## src/rtl/wide_add_sequencer.sv

```systemverilog
// Sequences one shared N-bit adder over WORDS words to form an N*WORDS-bit add.
// Optional WIDE_ADD_SUB_EN adds the in_sub port for A-B via inverted B and carry-in 1.
module wide_add_sequencer #(
  parameter int N     = 32,
  parameter int WORDS = 4
) (
  input  logic                 clk,
  input  logic                 rst,
  input  logic                 in_valid,
  output logic                 in_ready,
  input  logic [N*WORDS-1:0]   in_a,
  input  logic [N*WORDS-1:0]   in_b,
  input  logic                 in_cin,
`ifdef WIDE_ADD_SUB_EN
  input  logic                 in_sub,
`endif
  output logic                 out_valid,
  input  logic                 out_ready,
  output logic [N*WORDS-1:0]   out_sum,
  output logic                 out_cout,
  output logic                 out_ovf,
  output logic                 busy,
  output logic [N-1:0]         add_a,
  output logic [N-1:0]         add_b,
  output logic                 add_cin,
  input  logic [N-1:0]         add_sum,
  input  logic                 add_cout
);

  localparam int W    = N * WORDS;
  localparam int IDXW = (WORDS > 1) ? $clog2(WORDS) : 1;

  typedef enum logic [1:0] {S_IDLE, S_RUN, S_DONE} state_t;

  state_t            r_state, w_next;
  logic [IDXW-1:0]   r_idx;
  logic              r_carry;
  logic [W-1:0]      r_a, r_b, r_sum;
  logic              r_cout, r_ovf;
  logic              w_sub, w_last;
  logic [N-1:0]      w_a_word, w_b_word;

`ifdef WIDE_ADD_SUB_EN
  logic r_sub;
  always_ff @(posedge clk or posedge rst) begin
    if (rst)                                  r_sub <= 1'b0;
    else if (r_state == S_IDLE && in_valid)   r_sub <= in_sub;
  end
  assign w_sub = r_sub;
`else
  assign w_sub = 1'b0;
`endif

  assign w_a_word = r_a[r_idx*N +: N];
  assign w_b_word = r_b[r_idx*N +: N] ^ {N{w_sub}};
  assign w_last   = (r_idx == IDXW'(WORDS - 1));

  assign out_sum  = r_sum;
  assign out_cout = r_cout;
  assign out_ovf  = r_ovf;

  always_ff @(posedge clk or posedge rst) begin
    if (rst) r_state <= S_IDLE;
    else     r_state <= w_next;
  end

  always_comb begin
    w_next    = r_state;
    in_ready  = 1'b0;
    out_valid = 1'b0;
    busy      = 1'b0;
    add_a     = '0;
    add_b     = '0;
    add_cin   = 1'b0;
    case (r_state)
      S_IDLE: begin
        in_ready = 1'b1;
        if (in_valid) w_next = S_RUN;
      end
      S_RUN: begin
        busy    = 1'b1;
        add_a   = w_a_word;
        add_b   = w_b_word;
        add_cin = r_carry;
        if (w_last) w_next = S_DONE;
      end
      S_DONE: begin
        busy      = 1'b1;
        out_valid = 1'b1;
        if (out_ready) w_next = S_IDLE;
      end
      default: w_next = S_IDLE;
    endcase
  end

  // Overflow uses the effective (possibly inverted) B msb seen by the adder on the top word.
  always_ff @(posedge clk or posedge rst) begin
    if (rst) begin
      r_idx   <= '0;
      r_carry <= 1'b0;
      r_a     <= '0;
      r_b     <= '0;
      r_sum   <= '0;
      r_cout  <= 1'b0;
      r_ovf   <= 1'b0;
    end else begin
      case (r_state)
        S_IDLE: begin
          if (in_valid) begin
            r_a     <= in_a;
            r_b     <= in_b;
            r_idx   <= '0;
`ifdef WIDE_ADD_SUB_EN
            r_carry <= in_sub ? 1'b1 : in_cin;
`else
            r_carry <= in_cin;
`endif
          end
        end
        S_RUN: begin
          r_sum[r_idx*N +: N] <= add_sum;
          r_carry             <= add_cout;
          if (w_last) begin
            r_idx  <= '0;
            r_cout <= add_cout;
            r_ovf  <= (w_a_word[N-1] == w_b_word[N-1]) && (add_sum[N-1] != w_a_word[N-1]);
          end else begin
            r_idx  <= r_idx + 1'b1;
          end
        end
        default: ;
      endcase
    end
  end

endmodule

```

## config.mk

```make
export PLATFORM = sky130hd
export DESIGN_NAME = wide_add_sequencer
export DESIGN_NICKNAME = d
export VERILOG_FILES = /design/src/rtl/wide_add_sequencer.sv
export SDC_FILE = /design/constraint.sdc
export NUM_CORES = 1
export LEC_CHECK = 0
export CAP_MARGIN = 40
export CORE_AREA = 2 2 190 192
export CTS_CLUSTER_SIZE = 28
export DETAILED_ROUTE_END_ITERATION = 16
export DIE_AREA = 0 0 192 194
export PLACE_DENSITY = 0.79
export SLEW_MARGIN = 20
export SYNTH_ARGS = -nofsm -noshare
export SYNTH_HDL_FRONTEND = slang
export SYNTH_SLANG_ARGS = --single-unit
```

## constraint.sdc

```tcl
create_clock -name clk -period 15.15 [get_ports clk]
set_input_delay 1.515 -clock clk [delete_from_list [all_inputs] [get_ports clk]]
set_output_delay 1.515 -clock clk [all_outputs]
set_load 0.005 [all_outputs]
```

* After elaboration in Yosys (flattened, before gate mapping)
Cells that the tools add are included.
Cells by class: bitwise logic cells 0, multipliers 0, reduce and logical (&&, ||, !) cells 8, equal/unequal tests 8, div/mod/pow operators 0, shift operators 4, mux-type cells 16, add/subtract/negate cells 2, order comparisons 0
Operator list (number):
- $shiftx 128x8->32 | 2
- $bwmux 128 | 1
- $shift 32x34->128 const A | 1
- $shiftx 32x34->128 | 1
- $mux 32 | 2
- $neg 7->34 | 1
- $mux 2 | 5
- $ne 2x2->1 const B | 3
- $pmux 2 s3 | 1
- $reduce_and 2->1 | 3
- $mux 1 | 5
- $eq 2x2->1 const B | 2
- $pmux 2 s2 | 1
- $reduce_and 3->1 | 1
- $add 2x1->2 const B | 1
- $eq 2x1->1 const B | 1
- $logic_not 2->1 | 1
- $pmux 1 s2 | 1
- $reduce_bool 2->1 | 1
- $reduce_or 2->1 | 1
- $eq 1x1->1 | 1
- $logic_and 1x1->1 | 1
- $ne 1x1->1 | 1
Word-level totals: bits in latches 0, output and inout bits 198, register bits 391, word-level logic and storage cells 46, memories 0, bits of input ports 294, memory bits (writable) 0, ROM bits 0

* Longest topological paths before layout
Gate-level depths: netlist of the first run.
depth after elaboration 3, mapped depth 11, depth with buffers taken out 5

* Worst setup path before layout of the first run
OpenSTA, ideal clock, no wires.
path kind reg2out, from register r_idx[0], to output port add_a[14], arrival time 1.546 ns, stages on the path, launching flop included 6, buffers on the path 3, required time 13.635 ns, setup slack 12.089 ns, path through dfrtp_1 buf_6 buf_6 buf_4 mux4_2 and2_1
Between the ends: word-level cells in the longest chain between the ends 2
RTL lines:
- from (decl) | RTL line 36 | logic [IDXW-1:0] r_idx;
- from (signal assigned) | RTL line 128 | r_idx <= r_idx + 1'b1;
- $shiftx 128x8->32 | RTL line 54 | assign w_a_word = r_a[r_idx*N +: N];
- $mux 32 | RTL line 75 | case (r_state)
- to (decl) | RTL line 23 | output logic [N-1:0] add_a,
Every way passes these cells.

* Worst setup path in the final report of the first run
from register r_idx[0], to output port add_b[31]
Between the ends: word-level cells in the longest chain between the ends 2
RTL lines:
- $shiftx 128x8->32 | RTL line 55 | assign w_b_word = r_b[r_idx*N +: N] ^ {N{w_sub}};
- $mux 32 | RTL line 75
- to (decl) | RTL line 24 | output logic [N-1:0] add_b,
Every way passes these cells.

==> impl_metrics.yaml, run 1 <==
status:
  status: "finished clean"
detailed_routing:
  routed_wirelength_mm: 47.22
  vias: 11150
  first_pass_iters: 4
  postRouteAntennaNets: 0
  via_per_inst: 5.527
  route.detailed.drc: 0
  drtIter0Drc: 514
  wl_per_cell_microns: 23.40
floorplan:
  dieArea_sq_mm: 0.03725
  fp.dieH_microns: 194
  start_util: 0.4655
  core_area_sq_mm: 0.03522
  rows: 69
  dieWidth_microns: 192
  boundaryPins: 492
cts:
  clk_pin_slew_ps: 60
  cts.hold.buffers_added: 0
  clk_latency_ps: 560
  post_cts_buffers: 0
  cts_root_buffer: "clkbuf_16"
  cts_tree: "built"
  h-tree-depth: 2
  cts_buffers: 42
  cts.sinks: 391
  post_cts_resized: 0
  clockBufferDepth: 3
critical_path:
  worst_setup_path_start_kind: "register"
  worst-r2r-setup-slack_ps: 11320
  cp_data_arrival_time_ps: 3560
  end_kind: "output port"
  cp-startpoint: "r_idx[0]$_DFFE_PP0P_"
  cp.required_ps: 13640
  rr_startpoint: "r_idx[1]$_DFFE_PP0P_"
  critPathKind: "register to output port"
  worstRegToRegCells: 7
  worstReg2RegEnd: "out_sum[109]$_DFFE_PP0P_"
  critPathMaxFanout: 38
cells_and_area:
  drive_above_1_share: 0.2732
  final_area_sq_mm: 0.02331
  areaGrowthSynthToFinish_pct: 42.16
  final_cell_mix: "491 x clkdlybuf4s50_1, 389 x dfrtp_1, 259 x mux2_2, 124 x a22o_1, 67 x and2_1"
  final_nets: 1821
  fin_cells: 2018
  final_util: 0.6617
  final_common_cell: "clkdlybuf4s50_1"
global_route:
  grt_max_degree: 183
  grt_first_pass_wirelength_mm: 72.38
  grt_util_all_layers: 0.2556
  grt.overflow.total: 0
  grt_pass1_vias: 12120
  antenna_found_initial: 11
timing:
  whs_ps: 477.3
  layout_min_cycle_time_ps: 5072
  fin_crit_sh: 0.3348
  skew_ps: 12.52
  maxSlewHeadroom: 0.3163
  rsz0062_at_grt: "no"
  worst_slew_pin_slew_ps: 1026
  drv_slew: 0
  finalSetupViolations: 0
  hold_viol: 0
  tns_ps: 0
  setup_ws_ps: 10080
  fmax_ghz: 0.1971
logic_synthesis:
  ys_seq_elements: 391
  ys_types: 29
  yosysWarnings: 0
  synthCells: 1040
  avgSynthCellArea_sq_um: 15.77
  yosysSeqAreaShare: 0.5968
  synth_nets: 1343
  syn_area_sq_mm: 0.01640
placement:
  post-place-ws_ps: 10600
  dpl-instance-area_sq_mm: 0.02179
  post-dp-hpwl_mm: 32.36
  port_buffers: 491
  dp_cells: 1935
  place.gp.congestion: 0.8787
power_and_ir_drop:
  irDropWorstVdd_mv: 0.1442
  p_leak_nw: 9.798
  p_total_mw: 4.492
  cellPowerDensity_mw_per_mm2: 192.7
hold_path:
  hold-path-endpoint: "out_sum[100]$_DFFE_PP0P_"
  hp-class: "register to register"
  holdPathStages: 2
  hp-start: "out_sum[100]$_DFFE_PP0P_"
run:
  cap_violations: 0
-- worst max path at each step --
stage                           end  slack, ps  depth (start not counted)
2_1_floorplan  out_cout$_DFFE_PP0P_       2770                          1
3_3_place_gp              add_b[31]      10620                          4
3_5_place_dp              add_b[31]      10600                          4
4_1_cts                   add_b[31]       9980                          4
5_1_grt                   add_b[31]       9880                          4
6_report                  add_b[31]      10080                          4
-- final cells by class --
class	instances	area [sq um]
flip-flops and latches	391	9792
repair buffers	509	5127
diodes	5	12.51
multi-input cells	566	6255
clock buffers	62	1320
clock inverters	16	187.7
inverters	8	37.54
well taps	461	576.8
fillers	2558	11920
-- state kept, by name, indices dropped and copies added, names as in the netlist --
| signal | flops |
|---|---|
| r_b | 128 |
| out_cout | 1 |
| r_carry | 1 |
| r_a | 128 |
| r_idx | 2 |
| out_sum | 128 |
| r_state | 2 |
| out_ovf | 1 |
-- per-layer routing --
| layer | global-route usage | vias to the layer above | share of wire |
|---|---|---|---|
| met4 | 0.08764 | 12 | 0.030 |
| li1 | - | 4825 | - |
| met1 | 0.3008 | 5768 | 0.37 |
| met5 | 0 | - | 0.0018 |
| met3 | 0.08941 | 99 | 0.095 |
| met2 | 0.4344 | 450 | 0.50 |
-- synth_stat cells --
library cell,n,area share
nor3_2,1,0.00061
or3b_1,1,0.00053
and2_1,67,0.026
clkbuf_1,25,0.0057
dfrtp_1,391,0.60
a22o_1,124,0.066
nor3_1,1,0.00030
buf_1,3,0.00069
buf_4,5,0.0023
nand3b_1,1,0.00046
mux4_2,64,0.088
nor4_2,1,0.00076
nor2b_1,1,0.00038
nor4b_2,1,0.00092
a221o_1,1,0.00061
a31oi_1,1,0.00038
mux2_2,259,0.18
a221oi_1,1,0.00053
ha_1,9,0.0069
nand2_1,14,0.0032
nand2b_1,3,0.0011
nor2_1,2,0.00046
a21oi_1,1,0.00030
buf_6,2,0.0014
o21ai_0,7,0.0021
buf_2,40,0.012
nand3_1,5,0.0015
inv_1,8,0.0018
or3_1,1,0.00038
-- report_power, final --
part,internal [mW],leakage [nW],switching (mW)
logic,1.06,4.19,0.579
registers,1.49,4.85,0.272
clock network,0.673,0.757,0.427
total,3.21,9.80,1.28
-- cell families after synthesis --
logic type | synth area share
adder cells (fa/ha/maj) | 0.006868
buffers and inverters | 0.02411
AO/OA/AOI/OAI | 0.07021
flip-flops | 0.5968
AND/OR/NAND/NOR | 0.03625
multiplexers | 0.2658
-- critical path, cell delays in order, from the launching register on --
cell             delay (ps)
dfrtp_4                 870
buf_4                   680
mux4_2                  620
and2_1                  180
clkdlybuf4s50_1         540
(Power assumes the default switching activity.)
==> run 2: changes to the inputs <==
- CORE_AREA: 2 2 190 192 -> default
- CORE_UTILIZATION: default -> 43
- DIE_AREA: 0 0 192 194 -> default
- PLACE_DENSITY: 0.79 -> 0.77
- clock period: 15.15 -> 4.4 ns (I/O delays scaled with it)
==> run 2 against run 1 <==
Effect of this change: sequential share of layout area is 0.35 points lower; count of clock-buffer cells in the layout is 5 lower; design area is 0.83% higher; clock power grew to 3.4 times the previous value; sequential power grew to 3.4 times the previous value.
==> impl_metrics.yaml, run 2 (synthesis gave the netlist of run 1 again) <==
cts:
  post_cts_buffers: 0
  cts_root_buffer: "clkbuf_16"
  clockBufferDepth: 3
  cts_buffers: 42
  clk_pin_slew_ps: 60
  clk_latency_ps: 550
  h-tree-depth: 2
  cts_tree: "built"
  cts.sinks: 391
  post_cts_resized: 0
  cts.hold.buffers_added: 0
critical_path:
  crit_family: "buffers and inverters"
  path_buf_inv: 3
  cp_data_arrival_time_ps: 2980
  crit_path_cell_trace: "inv_1 > ha_2 > buf_4 > and2_1 > clkdlybuf4s50_1"
  cpMaxStageDelayCell: "ha_2"
  end_kind: "output port"
  critPathMaxFanout: 45
  worst_setup_path_start_kind: "register"
  max_stage_delay_ps: 620
  critPathKind: "register to output port"
  cp.required_ps: 3960
power_and_ir_drop:
  p_comb_frac: 0.371
  power_frac_clock: 0.245
  sequentialPowerShare: 0.385
  p_leak_nw: 9.850
  cellPowerDensity_mw_per_mm2: 659.3
  power.switching_mw: 4.352
  p_total_mw: 15.49
  irDropWorstVdd_mv: 0.4636
  internal_power_mw: 11.14
  sw_frac_of_total: 0.2808
detailed_routing:
  vias: 11080
  route.detailed.drc: 0
  routed_wirelength_mm: 45.59
  wl_per_cell_microns: 21.92
  highest_layer: "met5"
  first_pass_iters: 4
  postRouteAntennaNets: 0
  drtIter0Drc: 455
  wl_met3_mm: 4.205
  wl_met1_mm: 16.88
  met2_wirelength_mm: 22.66
  via_per_inst: 5.326
placement:
  place.gp.congestion: 0.8328
  port_buffers: 491
  post-dp-hpwl_mm: 32.36
  dpl-instance-area_sq_mm: 0.02195
  dp_cells: 1996
cells_and_area:
  final_cell_mix: "491 x clkdlybuf4s50_1, 389 x dfrtp_1, 259 x mux2_2, 124 x a22o_1, 67 x and2_1"
  final_nets: 1833
  areaGrowthSynthToFinish_pct: 43.35
  multi_input_area_sq_mm: 0.006255
  fin_cells: 2080
  fillers: 2853
  final_common_cell: "clkdlybuf4s50_1"
  seqCellArea_sq_mm: 0.009792
  drive_above_1_share: 0.2778
  final_area_sq_mm: 0.02350
global_route:
  antenna_found_initial: 9
  grt_util_all_layers: 0.2350
  grt_first_pass_wirelength_mm: 69.12
  grt_max_degree: 100
  grt.overflow.total: 0
  grt_pass1_vias: 11760
timing:
  drv_slew: 0
  worst_slew_pin_slew_ps: 700.1
  fin_crit_sh: 0.7779
  rsz0062_at_grt: "no"
  hold_viol: 0
  fmax_ghz: 0.2922
  tns_ps: 0
  whs_ps: 180.6
  skew_ps: 8.017
  maxSlewHeadroom: 0.5308
  layout_min_cycle_time_ps: 3423
  finalSetupViolations: 0
status:
  status: "finished clean"
floorplan:
  rows: 71
  dieArea_sq_mm: 0.03892
  dieWidth_microns: 197.3
  start_util: 0.4363
  fp.dieH_microns: 197.3
  core_area_sq_mm: 0.03758
  boundaryPins: 492
hold_path:
  hp-class: "input pin to asynchronous set/reset pin"
run:
  cap_violations: 0
[run 2: cell types whose count changed in the layout (fill, tap and decap cells not counted), sizes merged]
| cell | change |
|---|---|
| diode | +2 |
| buf | +12 |
| clkbuf | -5 |
| inv | -2 |
| clkinvlp | +3 |
| bufinv | +2 |
[run 2: cell type report]
type                            instances  area share
Sequential cell                       391      0.4166
Antenna cell                            7   0.0007453
Multi-Input combinational cell        566      0.2661
Timing Repair Buffer                  521      0.2238
Clock buffer                           57     0.05324
Clock inverter                         19     0.01081
Tap cell                              511     0.02720
Inverter                                8    0.001437
[run 2: power groups by stage]
stage | Combinational, mW | Sequential (mW) | Clock, mW
after floorplan | 3.56 | 5.71 | 0
after global placement | 5.58 | 6.02 | 0
after detailed placement | 5.69 | 6.08 | 0
after CTS | 5.72 | 6.04 | 3.88
after global routing | 6.17 | 6.14 | 4.01
final | 5.74 | 5.96 | 3.79
[run 2: stage by stage]
step	util	setup slack [ps]
6_report	0.6254	977.4
3_3_place_gp	0.5837	1420
3_5_place_dp	0.5842	1427
4_1_cts	0.6242	815.2
2_1_floorplan	-	-1300
5_1_grt	0.6254	762.9
[run 2: path summary, 6_finish.rpt]
| path | startpoint | end | cells after the start | slack (ps) |
|---|---|---|---|---|
| max in group asynchronous | rst | r_a[12]$_DFFE_PP0P_ | 4 | 3190 |
| min in group clk | out_sum[96]$_DFFE_PP0P_ | out_sum[96]$_DFFE_PP0P_ | 2 | 480 |
| worst min register to register | out_sum[96]$_DFFE_PP0P_ | out_sum[96]$_DFFE_PP0P_ | 2 | 480 |
| worst min-delay path | rst | out_sum[85]$_DFFE_PP0P_ | 2 | 180 |
| worst max-delay path | r_state[1]$_DFFE_PP0P_ | add_b[7] | 5 | 980 |
| worst max register to register | r_idx[1]$_DFFE_PP0P_ | out_sum[81]$_DFFE_PP0P_ | 6 | 1510 |
[run 2: layer usage]
layer  up-vias  GRT usage
met5         -          0
li1       4846          -
met4         2     0.1174
met2       476     0.3854
met1      5657     0.2774
met3        98    0.07666
==> run 3: changes to the inputs <==
- clock period: 4.4 -> 2.9 ns (I/O delays scaled with it)
==> run 3 against run 2 <==
Effect of this change: global-route usage grew 1.1 points; setup slack lost 880 ps; flip-flop and latch count is the same; utilization grew 0.45 points; final cell count grew 1.3%; first-iteration DRC count grew 11%; hold slack lost 4.3 ps; sequential share of layout area shrank 0.30 points; via count grew 1.2%; routed wire length grew 4.1%; sequential power grew 52%; critical endpoint is now add_b[31]; largest cell class unchanged; largest power group unchanged.
==> impl_metrics.yaml, run 3 (synthesis gave the netlist of run 1 again) <==
power_and_ir_drop:
  sequentialPowerShare: 0.385
  p_total_mw: 23.56
  power.switching_mw: 6.742
  irDropWorstVdd_mv: 0.6273
  p_leak_nw: 10.01
  internal_power_mw: 16.82
  p_comb_frac: 0.383
  power_frac_clock: 0.232
  sw_frac_of_total: 0.2862
  cellPowerDensity_mw_per_mm2: 995.3
critical_path:
  rr_startpoint: "r_idx[0]$_DFFE_PP0P_"
  worst-r2r-setup-slack_ps: 440
  crit_path_cell_trace: "buf_12 > buf_4 > mux4_2 > and2_1 > clkdlybuf4s50_1"
  cp_data_arrival_time_ps: 2510
  crit_family: "buffers and inverters"
  worstRegToRegCells: 8
  cpMaxStageDelayCell: "clkdlybuf4s50_1"
  critPathMaxFanout: 5
  critPathKind: "register to output port"
  max_stage_delay_ps: 500
  end_kind: "output port"
  worstReg2RegEnd: "out_sum[85]$_DFFE_PP0P_"
  worst_setup_path_start_kind: "register"
  cp.required_ps: 2610
  path_buf_inv: 3
global_route:
  grt_max_degree: 111
  grtUsageMet2: 0.4113
  grt.busiest_layer: "met2"
  grt_first_pass_wirelength_mm: 72.23
  grt_pass1_vias: 12200
  antenna_found_initial: 6
  grt_util_all_layers: 0.2458
  use_met1: 0.2940
  grt.overflow.total: 0
  use_met3: 0.07461
detailed_routing:
  route.detailed.drc: 0
  routed_wirelength_mm: 47.47
  via_per_inst: 5.323
  vias: 11210
  postRouteAntennaNets: 0
  first_pass_iters: 4
  drtIter0Drc: 503
  wl_per_cell_microns: 22.54
cts:
  h-tree-depth: 2
  cts_root_buffer: "clkbuf_16"
  clockBufferDepth: 3
  cts_tree: "built"
  clk_latency_ps: 560
  clk_pin_slew_ps: 60
  cts.sinks: 391
  cts.hold.buffers_added: 0
  cts_buffers: 42
timing:
  drv_slew: 0
  hold_viol: 0
  maxSlewHeadroom: 0.5792
  skew_ps: 14.24
  finalSetupViolations: 0
  layout_min_cycle_time_ps: 2804
  fin_crit_sh: 0.9668
  fmax_ghz: 0.3567
  worst_slew_pin_slew_ps: 629.8
  rsz0062_at_grt: "no"
  tns_ps: 0
status:
  status: "finished clean"
cells_and_area:
  final_cell_mix: "482 x clkdlybuf4s50_1, 389 x dfrtp_1, 259 x mux2_2, 124 x a22o_1, 67 x and2_1"
  final_nets: 1860
  drive_above_1_share: 0.2862
  areaGrowthSynthToFinish_pct: 44.38
  final_common_cell: "clkdlybuf4s50_1"
  fillers: 2818
hold_path:
  hp-class: "input pin to asynchronous set/reset pin"
floorplan:
  fp.dieH_microns: 197.3
  rows: 71
  start_util: 0.4363
  dieWidth_microns: 197.3
  core_area_sq_mm: 0.03758
  dieArea_sq_mm: 0.03892
  boundaryPins: 492
run:
  cap_violations: 0
placement:
  place.gp.congestion: 0.8281
  post-dp-hpwl_mm: 33.66
  port_buffers: 491
[run 3: power by group through the flow]
stage / Sequential [mW] / Combinational [mW] / Clock (mW)
finish: 9.07 / 9.02 / 5.47
global route: 9.31 / 9.69 / 5.79
CTS: 9.08 / 9.01 / 5.58
detailed placement: 9.19 / 8.91 / 0
global placement: 9.07 / 8.70 / 0
floorplan: 8.66 / 5.40 / 0
[run 3: layout make-up]
cell class                      instances  area [sq um]  share of cell area
Inverter                                8         33.78            0.001427
Multi-Input combinational cell        566          6255              0.2642
Antenna cell                            5         12.51           0.0005285
Clock buffer                           67          1319             0.05571
Clock inverter                         10         106.4            0.004493
Sequential cell                       391          9792              0.4136
Tap cell                              511         639.4             0.02701
Timing Repair Buffer                  548          5515              0.2330
[run 3: layer usage]
| layer | vias to the layer above | part of all wire |
|---|---|---|
| met1 | 5735 | 0.38 |
| li1 | 4919 | - |
| met5 | - | 0.00027 |
| met4 | 2 | 0.032 |
| met2 | 465 | 0.50 |
| met3 | 90 | 0.085 |
[run 3: how the worst max path moves through the flow]
stage,start,to,slack (ps),cells past startpoint
2_1_floorplan,rst,out_cout$_DFFE_PP0P_,-2650,1
3_3_place_gp,r_idx[0]$_DFFE_PP0P_,add_a[30],480,4
3_5_place_dp,r_idx[0]$_DFFE_PP0P_,add_b[19],450,4
4_1_cts,r_idx[0]$_DFFE_PP0P_,add_a[30],-10,4
5_1_grt,r_idx[0]$_DFFE_PP0P_,add_a[9],3,5
6_report,r_idx[0]$_DFFE_PP0P_,add_b[31],100,5
[run 3: worst reg2reg max path, cell delays in order, from the launching register on]
cell and delay (ps):
dfrtp_4 420, clkbuf_4 200, buf_4 220, inv_1 100, ha_1 430, nand2b_1 130, nor4_4 260, buf_4 410
a22o_1 220
[run 3: timing repair]
| item | in CTS | in global routing |
|---|---|---|
| resized for setup | 8 | 1 |
| setup buffers | 5 | 4 |
| pin swaps | 0 | 0 |
| gates cloned | 0 | 1 |
| endpoints found under the setup margin | 59 | 35 |
[run 3: metrics by stage]
step / utilization / hold WS [ps] / worst slack, ps / area (sq um) / std cells
after floorplan: - / 422.6 / -2650 / 16400 / 1040
after global placement: 0.5891 / 469.3 / 477.7 / 22140 / 2014
after detailed placement: 0.5891 / 476.1 / 449.1 / 22140 / 2014
after CTS: 0.6278 / 154.4 / -9.905 / 23590 / 2096
after global routing: 0.6299 / 186.1 / 2.706 / 23670 / 2105
final: 0.6300 / 176.2 / 96.31 / 23670 / 2106
